===== src/rtl/next_pc_gen.sv =====
// Next-PC generator: boot hold, redirect priority, stall-time redirect latching and EPC.
// Optional return-address stack enabled by defining NEXT_PC_RAS_EN.
//
// state   | meaning
// ST_BOOT | holding RESET_VECTOR until the boot counter reaches BOOT_HOLD
// ST_RUN  | normal operation; events redirect, stalls hold cur_pc
// ST_PEND | a redirect was latched while stalled; applied when the stall releases
module next_pc_gen #(
  parameter logic [31:0] RESET_VECTOR = 32'h0000_0000,
  parameter logic [31:0] TRAP_VECTOR  = 32'h0000_0080,
  parameter int          BOOT_HOLD    = 2,
  parameter int          RAS_DEPTH    = 4
) (
  input  logic        clk,
  input  logic        rst_n,
  input  logic [31:0] cur_pc,
  input  logic        stall,
  input  logic        br_taken,
  input  logic [31:0] br_target,
  input  logic        jmp,
  input  logic [31:0] jmp_target,
  input  logic        jmp_link,
  input  logic        ret,
  input  logic        trap,
  input  logic        eret,
  output logic [31:0] nxt_pc,
  output logic [31:0] epc,
  output logic        redirect,
  output logic        boot_done
);

  typedef enum logic [1:0] {ST_BOOT, ST_RUN, ST_PEND} state_t;

  localparam logic [3:0] BOOT_HOLD_C = 4'(BOOT_HOLD);

  state_t      state, state_nxt;
  logic [3:0]  boot_cnt;
  logic [31:0] pend_pc;
  logic        pend_trap;
  logic [31:0] epc_q;
  logic [31:0] seq_pc;
  logic [31:0] ev_pc;
  logic [31:0] ev_tgt;
  logic        ev_valid;
  logic        ev_trap;
  logic        latch;
  logic        epc_we;

  function automatic logic [31:0] align(input logic [31:0] a);
    return a & ~32'h3;
  endfunction

  assign seq_pc    = cur_pc + 32'd4;
  assign epc       = epc_q;
  assign boot_done = (state != ST_BOOT);

`ifdef NEXT_PC_RAS_EN
  localparam int PW = (RAS_DEPTH > 1) ? $clog2(RAS_DEPTH) : 1;
  localparam int CW = $clog2(RAS_DEPTH + 1);

  logic [31:0]   ras_mem [RAS_DEPTH];
  logic [PW-1:0] ras_ptr, ras_ptr_m1, ras_ptr_p1;
  logic [CW-1:0] ras_cnt;
  logic          ras_empty;
  logic [31:0]   ras_top;
  logic          run_go;
  logic          push;
  logic          pop;

  assign ras_empty  = (ras_cnt == '0);
  assign ras_ptr_m1 = (ras_ptr == '0) ? PW'(RAS_DEPTH - 1) : ras_ptr - 1'b1;
  assign ras_ptr_p1 = (ras_ptr == PW'(RAS_DEPTH - 1)) ? '0 : ras_ptr + 1'b1;
  assign ras_top    = ras_mem[ras_ptr_m1];
  assign run_go     = (state == ST_RUN) && !stall;
  assign push       = run_go && jmp && jmp_link && !trap && !eret;
  assign pop        = run_go && ret && !trap && !eret && !ras_empty;

  // Circular stack: a push when full silently replaces the oldest entry.
  always_ff @(posedge clk) begin
    if (push) ras_mem[pop ? ras_ptr_m1 : ras_ptr] <= seq_pc;
  end

  always_ff @(posedge clk or negedge rst_n) begin
    if (!rst_n) begin
      ras_ptr <= '0;
      ras_cnt <= '0;
    end else if (push && !pop) begin
      ras_ptr <= ras_ptr_p1;
      if (ras_cnt != CW'(RAS_DEPTH)) ras_cnt <= ras_cnt + 1'b1;
    end else if (pop && !push) begin
      ras_ptr <= ras_ptr_m1;
      ras_cnt <= ras_cnt - 1'b1;
    end
  end
`else
  logic unused_ok;
  assign unused_ok = ^{ret, jmp_link, RAS_DEPTH[0]};
`endif

  always_comb begin
    ev_valid = 1'b0;
    ev_trap  = 1'b0;
    ev_pc    = seq_pc;
    if (trap) begin
      ev_valid = 1'b1;
      ev_trap  = 1'b1;
      ev_pc    = TRAP_VECTOR;
    end else if (eret) begin
      ev_valid = 1'b1;
      ev_pc    = epc_q;
    end else if (jmp) begin
      ev_valid = 1'b1;
      ev_pc    = jmp_target;
`ifdef NEXT_PC_RAS_EN
    end else if (ret && !ras_empty) begin
      ev_valid = 1'b1;
      ev_pc    = ras_top;
`endif
    end else if (br_taken) begin
      ev_valid = 1'b1;
      ev_pc    = br_target;
    end
  end

  assign ev_tgt = align(ev_pc);

  // A pending trap may only be replaced by another trap.
  assign latch  = stall && ev_valid &&
                  ((state == ST_RUN) || ((state == ST_PEND) && (ev_trap || !pend_trap)));
  assign epc_we = trap && ((state == ST_RUN) || ((state == ST_PEND) && stall));

  always_comb begin
    state_nxt = state;
    nxt_pc    = seq_pc;
    redirect  = 1'b0;
    case (state)
      ST_BOOT: begin
        nxt_pc = RESET_VECTOR;
        if (boot_cnt + 4'd1 == BOOT_HOLD_C) state_nxt = ST_RUN;
      end
      ST_RUN: begin
        if (stall) begin
          nxt_pc = cur_pc;
          if (ev_valid) state_nxt = ST_PEND;
        end else if (ev_valid) begin
          nxt_pc   = ev_tgt;
          redirect = 1'b1;
        end
      end
      ST_PEND: begin
        if (stall) begin
          nxt_pc = cur_pc;
        end else begin
          nxt_pc    = pend_pc;
          redirect  = 1'b1;
          state_nxt = ST_RUN;
        end
      end
      default: begin
        nxt_pc    = RESET_VECTOR;
        state_nxt = ST_BOOT;
      end
    endcase
  end

  always_ff @(posedge clk or negedge rst_n) begin
    if (!rst_n) begin
      state     <= ST_BOOT;
      boot_cnt  <= 4'd0;
      pend_pc   <= 32'd0;
      pend_trap <= 1'b0;
      epc_q     <= 32'd0;
    end else begin
      state <= state_nxt;
      if (state == ST_BOOT) boot_cnt <= boot_cnt + 4'd1;
      if (latch) begin
        pend_pc   <= ev_tgt;
        pend_trap <= ev_trap;
      end else if ((state == ST_PEND) && !stall) begin
        pend_trap <= 1'b0;
      end
      if (epc_we) epc_q <= cur_pc;
    end
  end

endmodule


===== config.mk =====
export PLATFORM = sky130hd
export DESIGN_NAME = next_pc_gen
export DESIGN_NICKNAME = d
export VERILOG_FILES = /design/src/rtl/next_pc_gen.sv
export SDC_FILE = /design/constraint.sdc
export NUM_CORES = 1
export LEC_CHECK = 0
export ABC_AREA = 1
export CORE_ASPECT_RATIO = 0.9
export CORE_UTILIZATION = 45
export CTS_CLUSTER_DIAMETER = 150
export DETAILED_ROUTE_END_ITERATION = 8
export PLACE_DENSITY = 0.78
export SLEW_MARGIN = 25
export SYNTH_ARGS = -nofsm -noshare
export SYNTH_HDL_FRONTEND = slang
export SYNTH_SLANG_ARGS = --single-unit

===== constraint.sdc =====
create_clock -name clk -period 3.7 [get_ports clk]
set_input_delay 0.555 -clock clk [delete_from_list [all_inputs] [get_ports clk]]
set_output_delay 0.555 -clock clk [all_outputs]
set_load 0.02 [all_outputs]

==> results.cfg <==
[outcome]
outcome = complete, no violations

[clocking]
clk_latency_ps = 340
h-tree-depth = 3
hold_buffers = 0
clkSinkCount = 69
cts_inserted_buffers = 9
cts_resized = 0
cts_root_buf = clkbuf_16
cts_setup_buffers = 0
path_clk_slew_ps = 60
cts_buffer_depth = 2
cts_tree = built

[drt]
ant_nets = 0
vias = 6585
dr.pass1.iters = 5
drc = 0
wl_mm = 20.9
drtIter0Drc = 629
vias_per_cell = 5.60
wire_per_inst_um = 17.8

[synthesis]
synthesis.nets = 943
synth_top_cell_area_share = 0.318
synth_area_leaders = dfrtp_1 32%, nand2_1 18%, o21ai_0 9.9%
synth_warnings = 0
netlist_area_mm2 = 0.00543
synth_ff_type = dfrtp_1
synthDistinctLibCells = 39
synthCells = 831
avgSynthCellArea_um2 = 6.53
synthArstFlopShare = 1.00
ys_seq_area_frac = 0.318
synth_edf_count = 0
synth_top_area_cell = dfrtp_1
synth-seq-cells = 69

[sta]
fin_crit_ps = 3580
finalSetupTns_ps = 0
tightest_slew_ps = 901
finalSetupViolCount = 0
fin_skew_ps = 6.32
fin_ws_ps = 119
period_share = 0.968
rsz0062_at_grt = false
max_freq_mhz = 279
slew_violations = 0
maxSlewHeadroom = 0.399
finalHoldViolations = 0

[global_route]
grt_pass1_vias = 6027
antenna_found_initial = 1
track_usage = 0.338
grt-ovfl-total = 0
grt_pass1_wl_mm = 32.4
grt_max_degree = 43

[floorplan]
start_util = 0.469
die_h_um = 106
num_rows = 37
die_w_um = 118
dieArea_mm2 = 0.0125
io_pins = 171
core-area_mm2 = 0.0116

[critical_path]
r2r_end = pend_pc[28]
endpoint = nxt_pc[13]
cp.arrival_ps = 3030
end_kind = output port
cp-start-kind = input port
startpoint = cur_pc[11]
required_ps = 3140
critPathKind = in -> out
reg2reg_depth = 10
r2r_slack_ps = 1450
r2r_start = state[1]
cp_max_fo = 4

[final_layout]
final_cell_mix = 258 x nand2_1, 141 x clkdlybuf4s50_1, 107 x o21ai_0
drive_above_1_share = 0.123
post-route-util = 0.680
nets = 1128
area_growth_pct = 45.0
layout_commonest_cell = nand2_1
diodes = 0

[power]
seq_power_share = 0.275
swShare = 0.426
pwr-share-comb = 0.525
irDropWorstVdd_mv = 0.340
p_sw_mw = 2.14
cellPowerDensity_mw_per_mm2 = 638
p_leak_nw = 3.75
power.share.clock = 0.200
internal_power_mw = 2.88

[run]
cap_viol_max_count = 0

[placement]
routabilityCongestion = 0.986
pre_cts_slack_ps = 58.8
hpwl_mm = 15.8
portBuffers = 164

[worst_hold_path]
hp-class = in -> async
==> cells in the mapped netlist (7+ instances only) <==
| cell | instances |
|---|---|
| nand2_1 | 258 |
| o21ai_0 | 107 |
| nand3_1 | 74 |
| nor2_1 | 70 |
| dfrtp_1 | 69 |
| a21oi_1 | 52 |
| inv_1 | 45 |
| clkbuf_1 | 19 |
| o21a_1 | 17 |
| buf_2 | 16 |
| nor2_2 | 9 |
| xor2_1 | 9 |
| nand2_2 | 8 |
| o211ai_1 | 8 |
| a21oi_2 | 7 |
| ha_1 | 7 |
| o21ai_1 | 7 |
==> worst min-delay path by stage <==
stage               slack [ps]  cells past startpoint           to
floorplan                  260                      0  boot_cnt[0]
global placement           460                      2  pend_pc[21]
detailed placement         460                      2  pend_pc[27]
CTS                        360                      1  pend_pc[25]
global route               390                      1  pend_pc[25]
finish                     320                      1  pend_pc[25]
==> critical path: stages <==
cell and delay (ps):
clkdlybuf4s50_1 640, nand2_1 120, buf_4 160, nor2_4 100
nand2_2 100, o21ai_1 130, nand3_1 110, nand2_1 80
o211ai_1 120, nand3_1 100, nand2_1 50, a21oi_1 130
clkdlybuf4s50_1 630
==> layer usage <==
metal / up-vias / share of wire / track usage
li1: 3106 / - / -
met1: 3072 / 0.44 / 0.497
met2: 366 / 0.43 / 0.493
met3: 41 / 0.11 / 0.0778
met4: 0 / 0.020 / 0.0888
met5: - / 0 / 0
==> per-stage QoR <==
step                      instance area (um^2)  total power, mW  std cells  hold WS [ps]
after floorplan                           5430             2.84        831           259
after global placement                    7470             3.95       1161           458
after detailed placement                  7470             4.00       1161           460
after CTS                                 7810             5.02       1176           357
after global routing                      7870             5.32       1176           387
final                                     7870             5.02       1176           323
==> logic make-up after synthesis <==
logic type	Yosys count	share of synthesized area
and+or+nand+nor	437	0.345
AOI/OAI and AO/OA	208	0.214
buffers and inverters	96	0.0816
DFF	69	0.318
xor gates and xnor gates	9	0.0145
adders and majority gates	7	0.0161
muxes	5	0.0104
==> power groups by stage <==
stage / clock (mW) / combinational [mW] / sequential [mW]
2_1_floorplan: 0 / 1.32 / 1.52
3_3_place_gp: 0 / 2.58 / 1.37
3_5_place_dp: 0 / 2.62 / 1.38
4_1_cts: 1.01 / 2.64 / 1.37
5_1_grt: 1.04 / 2.86 / 1.42
6_report: 1.00 / 2.63 / 1.38
==> sequential cells by signal, summed over array words and instances, names as in the netlist <==
| signal | count |
|---|---|
| epc | 32 |
| pend_pc | 30 |
| boot_cnt | 4 |
| state | 2 |
| pend_trap | 1 |
==> area by class of cell <==
| cell class | count | area, um^2 |
|---|---|---|
| Clock buffer | 9 | 225 |
| Clock inverter | 6 | 111 |
| Fill cell | 1013 | 3700 |
| Inverter | 51 | 191 |
| Multi-Input combinational cell | 666 | 3260 |
| Sequential cell | 69 | 1730 |
| Tap cell | 156 | 195 |
| Timing Repair Buffer | 219 | 2150 |
Note: power is estimated with default switching activity, not from simulation.
